--- src/rtl/irq_pkg.sv ---
// Shared constants, FSM state type and group-priority helper for the interrupt controller.
package irq_pkg;

  localparam int NUM_SRC    = 16;
  localparam int GROUP_SIZE = 4;

  localparam logic [2:0] OFF_PRIO      = 3'd0;
  localparam logic [2:0] OFF_ENABLE_LO = 3'd1;
  localparam logic [2:0] OFF_ENABLE_HI = 3'd2;
  localparam logic [2:0] OFF_FLAG_LO   = 3'd3;
  localparam logic [2:0] OFF_FLAG_HI   = 3'd4;

  typedef enum logic [1:0] {
    IDLE       = 2'd0,
    REQUEST    = 2'd1,
    WAIT_CLEAR = 2'd2
  } irq_state_t;

  // Priority of the group that owns source idx (groups are idx[3:2]).
  function automatic logic [1:0] group_prio(input logic [7:0] prio, input logic [3:0] idx);
    return prio[{idx[3:2], 1'b0} +: 2];
  endfunction

endpackage

--- src/rtl/irq_arbiter.sv ---
// Combinational arbiter: highest group priority wins, ties resolved toward the lowest index.
module irq_arbiter
  import irq_pkg::*;
(
  input  logic [15:0] flag,
  input  logic [15:0] enable,
  input  logic [7:0]  prio,
  output logic        win_valid,
  output logic [3:0]  win_index,
  output logic [1:0]  win_level
);

  logic [1:0] lvl;

  always_comb begin
    win_valid = 1'b0;
    win_index = 4'd0;
    win_level = 2'd0;
    lvl       = 2'd0;
    for (int i = 0; i < NUM_SRC; i++) begin
      lvl = group_prio(prio, 4'(i));
      // Strictly-greater keeps the earlier (lower) index on equal levels.
      if (flag[i] && enable[i] && (lvl != 2'd0) && (!win_valid || (lvl > win_level))) begin
        win_valid = 1'b1;
        win_index = 4'(i);
        win_level = lvl;
      end
    end
  end

endmodule

--- src/rtl/irq_controller.sv ---
// Interrupt controller: edge-detected flags, bus-mapped enable/priority, and a CPU request/ack FSM.
module irq_controller
  import irq_pkg::*;
#(
  parameter logic [23:0] BASE_ADDR = 24'h2020,
  parameter int          NUM_SRC   = 16
) (
  input  logic               clk,
  input  logic               reset_n,
  input  logic               clk_ce,
  input  logic               bus_write,
  input  logic               bus_read,
  input  logic [23:0]        bus_address_in,
  input  logic [7:0]         bus_data_in,
  output logic [7:0]         bus_data_out,
  input  logic [NUM_SRC-1:0] irq_src,
  input  logic [1:0]         cpu_ilevel,
  output logic               irq_req,
  output logic [3:0]         irq_vector,
  output logic [1:0]         irq_level,
  input  logic               irq_ack,
  output irq_state_t         dbg_state
);

  logic [7:0]  prio_q, prio_d;
  logic [15:0] enable_q, enable_d;
  logic [15:0] flag_q, flag_d;
  logic [15:0] prev_q, prev_d;
  logic [15:0] flag_clr;
  logic [3:0]  vec_q, vec_d;
  logic [1:0]  lvl_q, lvl_d;
  irq_state_t  state_q, state_d;

  logic [23:0] offset;
  logic        hit;
  logic [2:0]  reg_sel;
  logic        wr_en;
  logic        win_valid;
  logic [3:0]  win_index;
  logic [1:0]  win_level;
  logic        latched_ok;

  // Reads have no side effects, so the strobe is not needed for decode.
  wire unused_bus_read = bus_read;

  assign offset  = bus_address_in - BASE_ADDR;
  assign hit     = (offset < 24'd5);
  assign reg_sel = offset[2:0];
  assign wr_en   = bus_write && hit;

  always_comb begin
    prio_d   = prio_q;
    enable_d = enable_q;
    flag_clr = 16'h0000;
    if (wr_en) begin
      case (reg_sel)
        OFF_PRIO:      prio_d         = bus_data_in;
        OFF_ENABLE_LO: enable_d[7:0]  = bus_data_in;
        OFF_ENABLE_HI: enable_d[15:8] = bus_data_in;
        OFF_FLAG_LO:   flag_clr[7:0]  = bus_data_in;
        OFF_FLAG_HI:   flag_clr[15:8] = bus_data_in;
        default: ;
      endcase
    end
    // New edges are OR-ed in after the clear so a simultaneous event survives.
    flag_d = (flag_q & ~flag_clr) | (irq_src & ~prev_q);
    prev_d = irq_src;
  end

  always_comb begin
    bus_data_out = 8'h00;
    if (hit) begin
      case (reg_sel)
        OFF_PRIO:      bus_data_out = prio_q;
        OFF_ENABLE_LO: bus_data_out = enable_q[7:0];
        OFF_ENABLE_HI: bus_data_out = enable_q[15:8];
        OFF_FLAG_LO:   bus_data_out = flag_q[7:0];
        OFF_FLAG_HI:   bus_data_out = flag_q[15:8];
        default:       bus_data_out = 8'h00;
      endcase
    end
  end

  irq_arbiter u_arbiter (
    .flag      (flag_q),
    .enable    (enable_q),
    .prio      (prio_q),
    .win_valid (win_valid),
    .win_index (win_index),
    .win_level (win_level)
  );

  assign latched_ok = flag_q[vec_q] && enable_q[vec_q] &&
                      (group_prio(prio_q, vec_q) != 2'd0) && (lvl_q > cpu_ilevel);

  // Handshake: irq_req is high exactly in REQUEST; vector/level are frozen there,
  // and an irq_ack sampled on a CE edge in REQUEST completes the transfer.
  always_comb begin
    state_d = state_q;
    vec_d   = vec_q;
    lvl_d   = lvl_q;
    case (state_q)
      IDLE: begin
        if (win_valid && (win_level > cpu_ilevel)) begin
          vec_d   = win_index;
          lvl_d   = win_level;
          state_d = REQUEST;
        end
      end
      REQUEST: begin
        if (irq_ack)          state_d = WAIT_CLEAR;
        else if (!latched_ok) state_d = IDLE;
      end
      WAIT_CLEAR: begin
        if (!flag_q[vec_q] || !enable_q[vec_q]) state_d = IDLE;
      end
      default: state_d = IDLE;
    endcase
  end

  always_ff @(posedge clk or negedge reset_n) begin
    if (!reset_n) begin
      prio_q   <= 8'h00;
      enable_q <= 16'h0000;
      flag_q   <= 16'h0000;
      prev_q   <= 16'h0000;
      vec_q    <= 4'd0;
      lvl_q    <= 2'd0;
      state_q  <= IDLE;
    end else if (clk_ce) begin
      prio_q   <= prio_d;
      enable_q <= enable_d;
      flag_q   <= flag_d;
      prev_q   <= prev_d;
      vec_q    <= vec_d;
      lvl_q    <= lvl_d;
      state_q  <= state_d;
    end
  end

  assign irq_req    = (state_q == REQUEST);
  assign irq_vector = vec_q;
  assign irq_level  = lvl_q;
  assign dbg_state  = state_q;

endmodule

--- config.mk ---
export PLATFORM = sky130hd
export DESIGN_NAME = irq_controller
export DESIGN_NICKNAME = d
export VERILOG_FILES = /design/src/rtl/irq_pkg.sv /design/src/rtl/irq_arbiter.sv /design/src/rtl/irq_controller.sv
export SDC_FILE = /design/constraint.sdc
export NUM_CORES = 1
export LEC_CHECK = 0
export ABC_AREA = 1
export CORE_MARGIN = 3
export CORE_UTILIZATION = 35
export CTS_CLUSTER_DIAMETER = 200
export DETAILED_ROUTE_END_ITERATION = 16
export PLACE_DENSITY = 0.58
export RECOVER_POWER = 25
export SETUP_SLACK_MARGIN = 0.4
export SLEW_MARGIN = 25
export SYNTH_ARGS = -nofsm -noshare
export SYNTH_HDL_FRONTEND = slang
export SYNTH_SLANG_ARGS = --single-unit
--- constraint.sdc ---
create_clock -name clk -period 14.82 [get_ports clk]
set_clock_uncertainty 0.2 [all_clocks]
set_input_delay 1.482 -clock clk [delete_from_list [all_inputs] [get_ports clk]]
set_output_delay 1.482 -clock clk [all_outputs]
set_load 0.03 [all_outputs]
* Yosys cells after proc, flatten, opt, wreduce, memory -nomap -nowiden
Cells that the tools add are included.
** Operators by class
- Order comparisons :: 19
- Bitwise logic cells :: 5
- Eq/ne operators :: 9
- Shift-type cells :: 1
- Multiplexer cells :: 61
- Reductions and logical operators :: 97
- $add $sub $neg :: 1
** Operators with widths (number)
- logical AND 1 bit :: 52
- 2-to-1 mux 2 bit :: 22
- case mux 8 bit (5 select lines) :: 1
- > comparator 2 bit :: 17
- bitwise AND 16 bit :: 2
- 2-to-1 mux 4 bit :: 8
- NOT 16 bit :: 2
- less-than comparator 24 x 3 -> 1 bit (second input constant) :: 1
- 2-to-1 mux 8 bit :: 3
- subtractor 24 x 14 -> 24 bit (second input constant) :: 1
- 2-to-1 mux 1 bit :: 19
- zero test 1 bit :: 17
- logical OR 1 bit :: 16
- 2-to-1 mux 16 bit :: 1
- OR 16 bit :: 1
- 2-to-1 mux 3 bit :: 4
- AND reduction 3 bit :: 4
- nonzero test 2 bit :: 5
- binary-select mux 1 bit (select 4 bit) :: 2
- indexed part select 8 x 4 -> 2 bit :: 1
- == test 3 x 2 -> 1 bit (second input constant) :: 2
- case mux 2 bit (3 select lines) :: 1
- less-than comparator 4 x 5 -> 1 bit (second input constant) :: 1
- inequality test 2 bit (second input constant) :: 2
- other kinds (8) :: 8
** Storage, ports and cells
- Word-level logic and storage cells :: 201
- Output and inout port bits :: 17
- Register bits after elaboration :: 64
- Input port bits :: 56

* Depth between registers and ports, before layout
- Depth in word-level cells :: 67
- Depth in mapped cells :: 109
- Depth with buffers taken out :: 109

* Hierarchy
Synthesis repeated with hierarchy kept, for this count alone.
** Unflattened totals
- Cell total of the unflattened synthesis :: 852
- Area total of the unflattened synthesis :: 5440.2 µm²
** By module, submodules not included
- irq_controller :: area an instance 3882.5 µm², cells each 562, instances 1, seq. area each 1601.5 µm²
- irq_arbiter :: area an instance 1557.7 µm², cells each 290, instances 1, seq. area each 0.0 µm²

* Least setup slack after synthesis
No wires, ideal clock.
- Path kind :: reg2reg
- Start point :: reg prio_q[1]
- End point :: reg vec_q[3] (netlist: irq_vector[3])
- Data required time :: 14.502 ns
- Arrival time :: 11.468 ns
- Setup time :: 0.118 ns
- Period minus slack after synthesis :: 11.786 ns
- Buffers on the path :: 0
- Cell stages (with the launch flop) :: 96
- Slack :: 3.034 ns
- Path through :: dfrtp_1 inv_2 nand2_4 nand2_2 nand3_4 nand2_1 inv_1 ha_1 nor2_1 nand2_1 nand2_2 nand2_4 o21ai_0 ha_1 nor2_1 nand2_1 nand2_1 nand2_2 (+60 left out) ha_1 inv_1 nor2_1 o21ai_0 a21oi_1 inv_1 nand3_2 nand2_2 ha_1 a221o_1 nand2_1 nand3_1 inv_1 nand2_1 nor2_1 nand2_1 o21ai_1 inv_1
** Between the ends
- Longest elaborated chain between the ends :: 66
- Elaborated cells on any way between the ends :: 108
- Those cells by class :: order compare (16); mux (40); reduce/logical (52)
** Ends and longest elaborated chain
- start: declaration :: line irq_controller.sv:25 : logic [7:0] prio_q, prio_d;
- start signal: assignment :: line irq_controller.sv:131 : prio_q <= prio_d;
- nonzero test 2 bit :: line irq_arbiter.sv:23 : if (flag[i] && enable[i] && (lvl != 2'd0) && (!win_valid || (lvl > win_level))) begin
- logical AND 1 bit :: line irq_arbiter.sv:23
- 2-to-1 mux 2 bit / 2-to-1 mux 1 bit (equally long branches) :: line irq_arbiter.sv:23
- > comparator 2 bit / zero test 1 bit (equally long branches) :: line irq_arbiter.sv:23
- logical OR 1 bit :: line irq_arbiter.sv:23
- logical AND 1 bit :: line irq_arbiter.sv:23
- 2-to-1 mux 2 bit / 2-to-1 mux 1 bit (equally long branches) :: line irq_arbiter.sv:23
- > comparator 2 bit / zero test 1 bit (equally long branches) :: line irq_arbiter.sv:23
- (+51 left out)
- > comparator 2 bit / zero test 1 bit (equally long branches) :: line irq_arbiter.sv:23
- logical OR 1 bit :: line irq_arbiter.sv:23
- logical AND 1 bit :: line irq_arbiter.sv:23
- 2-to-1 mux 2 bit (*) :: line irq_arbiter.sv:23
- net u_arbiter.win_level[1] :: line irq_arbiter.sv:10 : output logic [1:0] win_level
- > comparator 2 bit (*) :: line irq_controller.sv:104 : if (win_valid && (win_level > cpu_ilevel)) begin
- logical AND 1 bit (*) :: line irq_controller.sv:104
- AND reduction 3 bit (no line) (*)
- end signal: assignment :: line irq_controller.sv:135 : vec_q <= vec_d;
- end: declaration :: line irq_controller.sv:30 : logic [3:0] vec_q, vec_d;
The timed path passes the listed nets; every way through them passes the cells marked *.
A chain may end at the register's enable or synchronous reset.

* Worst setup path after layout
- Start point :: reg prio_q[1]
- End point :: reg vec_q[2] (netlist: irq_vector[2])
The elaborated chain is that of the path after synthesis.

==> results_tabular.tex <==
\begin{tabular}{lr}
\hline
Metric & Value \\
\hline
\multicolumn{2}{l}{\textbf{Run status}} \\
\quad Outcome & finished with violations \\
\quad Violated checks & max-capacitance violations, max-slew violations \\
\multicolumn{2}{l}{\textbf{Routing}} \\
\quad Vias per cell & 4.988 \\
\quad Wire length after detailed routing & 12.36 mm \\
\quad DR DRC count & 0 \\
\quad 1st-iter DRT viols & around 260 \\
\quad Via count & between 4000 and 5000 \\
\quad Average detailed-routed wire length per instance & 13.85 um \\
\quad Iteration count of the initial detailed-routing pass & 5 \\
\quad DRT antenna net count & 0 \\
\multicolumn{2}{l}{\textbf{Synth}} \\
\quad Cells taking the most area after synthesis & sky130\_fd\_sc\_hd\_\_dfrtp\_1, sky130\_fd\_sc\_hd\_\_nand2\_1, sky130\_fd\_sc\_hd\_\_o21ai\_0 \\
\quad Distinct cells, synth & 40 \\
\quad Total number of yosys warnings & 0 \\
\quad Net count after synthesis & 718 \\
\quad Synthesized instance count & 642 \\
\quad Average instance area after synthesis & 7.207 sq um \\
\quad Post-synthesis instance area & approximately 0.0046 sq mm \\
\quad Flip-flop and latch count after synthesis & 64 \\
\quad Proportion of synthesized chip area in sequential cells & 34.61\% \\
\quad Cell type with the largest total area after synthesis & sky130\_fd\_sc\_hd\_\_dfrtp\_1 \\
\quad Share of Yosys cell area claimed by the top area cell type & 34.61\% \\
\multicolumn{2}{l}{\textbf{Critical path}} \\
\quad Max FO, Critical Path & 9 \\
\quad Worst Reg-to-Reg Cells & 95 \\
\quad Maximum single-stage delay on the critical path & 0.48 ns \\
\quad Crit path top cell by count & sky130\_fd\_sc\_hd\_\_nand2\_1 \\
\quad Kind of launch point of the worst setup path & flop \\
\quad Sort of element at the end of the critical path & flop \\
\quad Required time at the endpoint of the critical path & 14.84 ns \\
\quad Critical path type & reg -> reg \\
\quad Data arrival at the endpoint of the critical path & 12.97 ns \\
\quad Slowest stage cell, crit path & sky130\_fd\_sc\_hd\_\_dfrtp\_1 \\
\multicolumn{2}{l}{\textbf{Pwr}} \\
\quad Worst IR Drop VDD & 57.30 uV \\
\quad Switching portion of total power & 29.80\% \\
\quad Standby leakage power & 2.661 nW \\
\quad Cell internal power dissipation & 385.0 uW \\
\quad Portion of total power attributed to combinational logic & 21.9\% \\
\quad Power per standard cell area & 93.96 mW/mm\^{}2 \\
\quad Share of total power in the clock network & 40.4\% \\
\quad Net switching power & 163.4 uW \\
\quad Relative contribution of sequential cells to total power & 37.7\% \\
\multicolumn{2}{l}{\textbf{Floorplanning}} \\
\quad Number of placement rows & 41 \\
\quad Die width & 121.0 um \\
\quad Area of the core & about 0.013 sq mm \\
\quad Height of the die & 121.0 um \\
\quad Overall die area & roughly 0.015 sq mm \\
\quad Initial core utilization & 36.22\% \\
\quad Boundary pin count & 73 \\
\multicolumn{2}{l}{\textbf{Clock tree}} \\
\quad CTS Root Buffer Type & sky130\_fd\_sc\_hd\_\_clkbuf\_16 \\
\quad H-tree depth & 3 \\
\quad TritonCTS clock tree & built \\
\quad Clk buf depth & 2 \\
\quad \# Post-CTS Setup Buffers & 0 \\
\quad Insertion delay of the later-clocked pin in the worst-skew pair & 0.33 ns \\
\quad Hold Buf Count CTS & 0 \\
\quad Number of buffers inserted during clock tree synthesis & 9 \\
\quad Clock-pin slew of the registers on the worst-case setup and hold paths & 0.05 ns \\
\quad TritonCTS sink count & 64 \\
\multicolumn{2}{l}{\textbf{Timing}} \\
\quad Maximum clock rate & 0.07723 GHz \\
\quad Hold Fails Final Rpt & 0 \\
\quad Number of max-slew violations in the final report & 65 \\
\quad Final-report setup violation count & 0 \\
\quad Final worst-path setup slack & 1.871 ns \\
\quad Crit path time final & about 13 ns \\
\quad Worst relative slew slack & -127.1\% \\
\quad Setup repair after global routing missed its margin & no \\
\quad Worst hold slack & 0.2502 ns \\
\quad Portion of the clock cycle consumed by the worst path in the final layout & just under 90\% \\
\quad Tightest Pin Transition & around 3.4 ns \\
\quad Setup TNS Final & 0 ns \\
\multicolumn{2}{l}{\textbf{Job}} \\
\quad Max-cap check violation count & 1 \\
\multicolumn{2}{l}{\textbf{Global routing}} \\
\quad Global Route Usage Sum & between 15 and 20\% \\
\quad Total overflow reported by the global router & 0 \\
\quad Wire length of the first global-routing pass & 20.76 mm \\
\quad Number of antenna violations at the first check in global routing & 0 \\
\quad Largest net degree at the start of global routing & 65 \\
\quad Number of global-route vias before repair & roughly 4300 \\
\multicolumn{2}{l}{\textbf{Cells and area}} \\
\quad Area growth from synthesis to layout & 26.15\% \\
\quad Number of inserted filler cells in the final layout & $\sim$1300 \\
\quad Fraction of final layout cells sized beyond drive strength 1 & 10.42\% \\
\quad Most frequent cells in the layout & sky130\_fd\_sc\_hd\_\_nand2\_1, sky130\_fd\_sc\_hd\_\_inv\_1, sky130\_fd\_sc\_hd\_\_o21ai\_0 \\
\quad Final layout net count & 791 \\
\quad Leading cell type in the layout, fill and taps excluded & sky130\_fd\_sc\_hd\_\_nand2\_1 \\
\quad Antenna diode count & 0 \\
\quad Final standard cell utilization of the core & between 40\% and 50\% \\
\multicolumn{2}{l}{\textbf{Placed design}} \\
\quad Final GP Congestion & approximately 0.89 \\
\quad Final HPWL DP & 9.794 mm \\
\quad Pre-CTS setup slack & about 1.4 ns \\
\quad \# port buffers & 71 \\
\multicolumn{2}{l}{\textbf{Min path}} \\
\quad Hold/Removal Path Class & reg -> reg \\
\quad Hold path depth & 1 \\
\hline
\end{tabular}
==> per-stage QoR <==
step	std cells	total power [mW]	instance area, sq um
5_1_grt	892	0.5743	5837
3_5_place_dp	876	0.3295	5512
3_3_place_gp	876	0.3273	5512
4_1_cts	892	0.5520	5831
2_1_floorplan	642	0.2703	4627
6_report	892	0.5484	5837
==> cell families after synthesis <==
family                   Yosys count  share of synthesized area (%)
AO/OA/AOI/OAI                    142                          18.74
adder cells (fa/ha/maj)           20                          5.408
AND/OR/NAND/NOR                  302                          31.67
XOR/XNOR                           1                         0.1893
buffers and inverters            113                          9.384
flip-flops                        64                          34.61
==> Yosys cell counts <==
library cell,instances
sky130_fd_sc_hd__clkinv_1,2
sky130_fd_sc_hd__nand2_1,154
sky130_fd_sc_hd__dfrtp_1,64
sky130_fd_sc_hd__o31ai_1,12
sky130_fd_sc_hd__nand2_4,12
sky130_fd_sc_hd__a2111o_1,2
sky130_fd_sc_hd__nor4_1,1
sky130_fd_sc_hd__or2_2,2
sky130_fd_sc_hd__o21bai_1,1
sky130_fd_sc_hd__nor3_1,19
sky130_fd_sc_hd__nor2_1,41
sky130_fd_sc_hd__a221oi_1,5
sky130_fd_sc_hd__a22oi_1,5
sky130_fd_sc_hd__nand3_1,36
sky130_fd_sc_hd__o21ai_0,75
sky130_fd_sc_hd__o211ai_1,2
sky130_fd_sc_hd__a221o_1,1
sky130_fd_sc_hd__a21oi_1,10
sky130_fd_sc_hd__xnor2_1,1
sky130_fd_sc_hd__o32ai_1,1
sky130_fd_sc_hd__a2111oi_0,1
sky130_fd_sc_hd__nand3_2,7
sky130_fd_sc_hd__o21ai_1,3
sky130_fd_sc_hd__clkbuf_1,10
sky130_fd_sc_hd__nand3_4,4
sky130_fd_sc_hd__a31oi_1,5
sky130_fd_sc_hd__a311oi_1,2
sky130_fd_sc_hd__nand2_2,23
sky130_fd_sc_hd__a32oi_1,1
sky130_fd_sc_hd__ha_1,20
sky130_fd_sc_hd__o311ai_0,4
sky130_fd_sc_hd__o21ai_2,1
sky130_fd_sc_hd__nand3b_1,1
sky130_fd_sc_hd__clkbuf_8,1
sky130_fd_sc_hd__o22ai_1,5
sky130_fd_sc_hd__inv_2,5
sky130_fd_sc_hd__a211oi_1,2
sky130_fd_sc_hd__nand4_1,2
sky130_fd_sc_hd__inv_1,95
sky130_fd_sc_hd__a41oi_1,4
==> area by class of cell <==
| type | count | area, sq um | area share [%] |
|---|---|---|---|
| Clock buffer | 14 | 284.0 | 4.866 |
| Clock inverter | 2 | 35.03 | 0.6002 |
| Inverter | 102 | 382.9 | 6.559 |
| Multi-Input combinational cell | 465 | 2608 | 44.67 |
| Sequential cell | 64 | 1602 | 27.44 |
| Tap cell | 172 | 215.2 | 3.687 |
| Timing Repair Buffer | 73 | 710.7 | 12.18 |
==> metal layers <==
metal / vias to the layer above / track usage, % / wire length, um
met1: 2060 / 23.98 / 6055
li1: 2295 / - / -
met4: 0 / 5.949 / 161
met2: 80 / 28.41 / 5752
met3: 14 / 2.238 / 386
met5: - / 0 / 0
==> flip-flops by register name, summed over array words and instances, names as in the netlist <==
register    flops
prev_q         16
prio_q          8
enable_q       16
flag_q         16
irq_vector      4
dbg_state       2
irq_level       2
==> power groups by stage <==
| stage | sequential, mW | clock (mW) | combinational, mW |
|---|---|---|---|
| finish | 0.207 | 0.221 | 0.120 |
| detailed placement | 0.210 | 0 | 0.120 |
| CTS | 0.207 | 0.224 | 0.121 |
| global placement | 0.209 | 0 | 0.118 |
| global route | 0.210 | 0.233 | 0.131 |
| floorplan | 0.217 | 0 | 0.0536 |
==> path summary, 6_finish.rpt <==
kind	startpoint	end	slack, ns
setup / recovery	prio_q[1]	irq_vector[2]	1.87
max in group asynchronous	reset_n	irq_level[1]	10.29
hold reg to reg	prev_q[4]	flag_q[4]	0.25
hold / removal	prev_q[4]	flag_q[4]	0.25
min in group asynchronous	reset_n	prev_q[14]	2.19
setup reg to reg	prio_q[1]	irq_vector[2]	1.87
==> critical path, delay by kind of cell, from the launching register on <==
family                     cells  cell delay [ns]
AOI/OAI and AO/OA             13             2.57
adders and majority gates     13             3.45
buffers and inverters          7             0.62
DFF                            1             0.48
and+or+nand+nor               62             5.56
==> timing repair <==
action	CTS	global route
resized for setup	0	6
endpoints found under the setup margin	0	7
endpoints found under the hold margin	0	0
No activity file was read; power rests on OpenSTA's default activity.
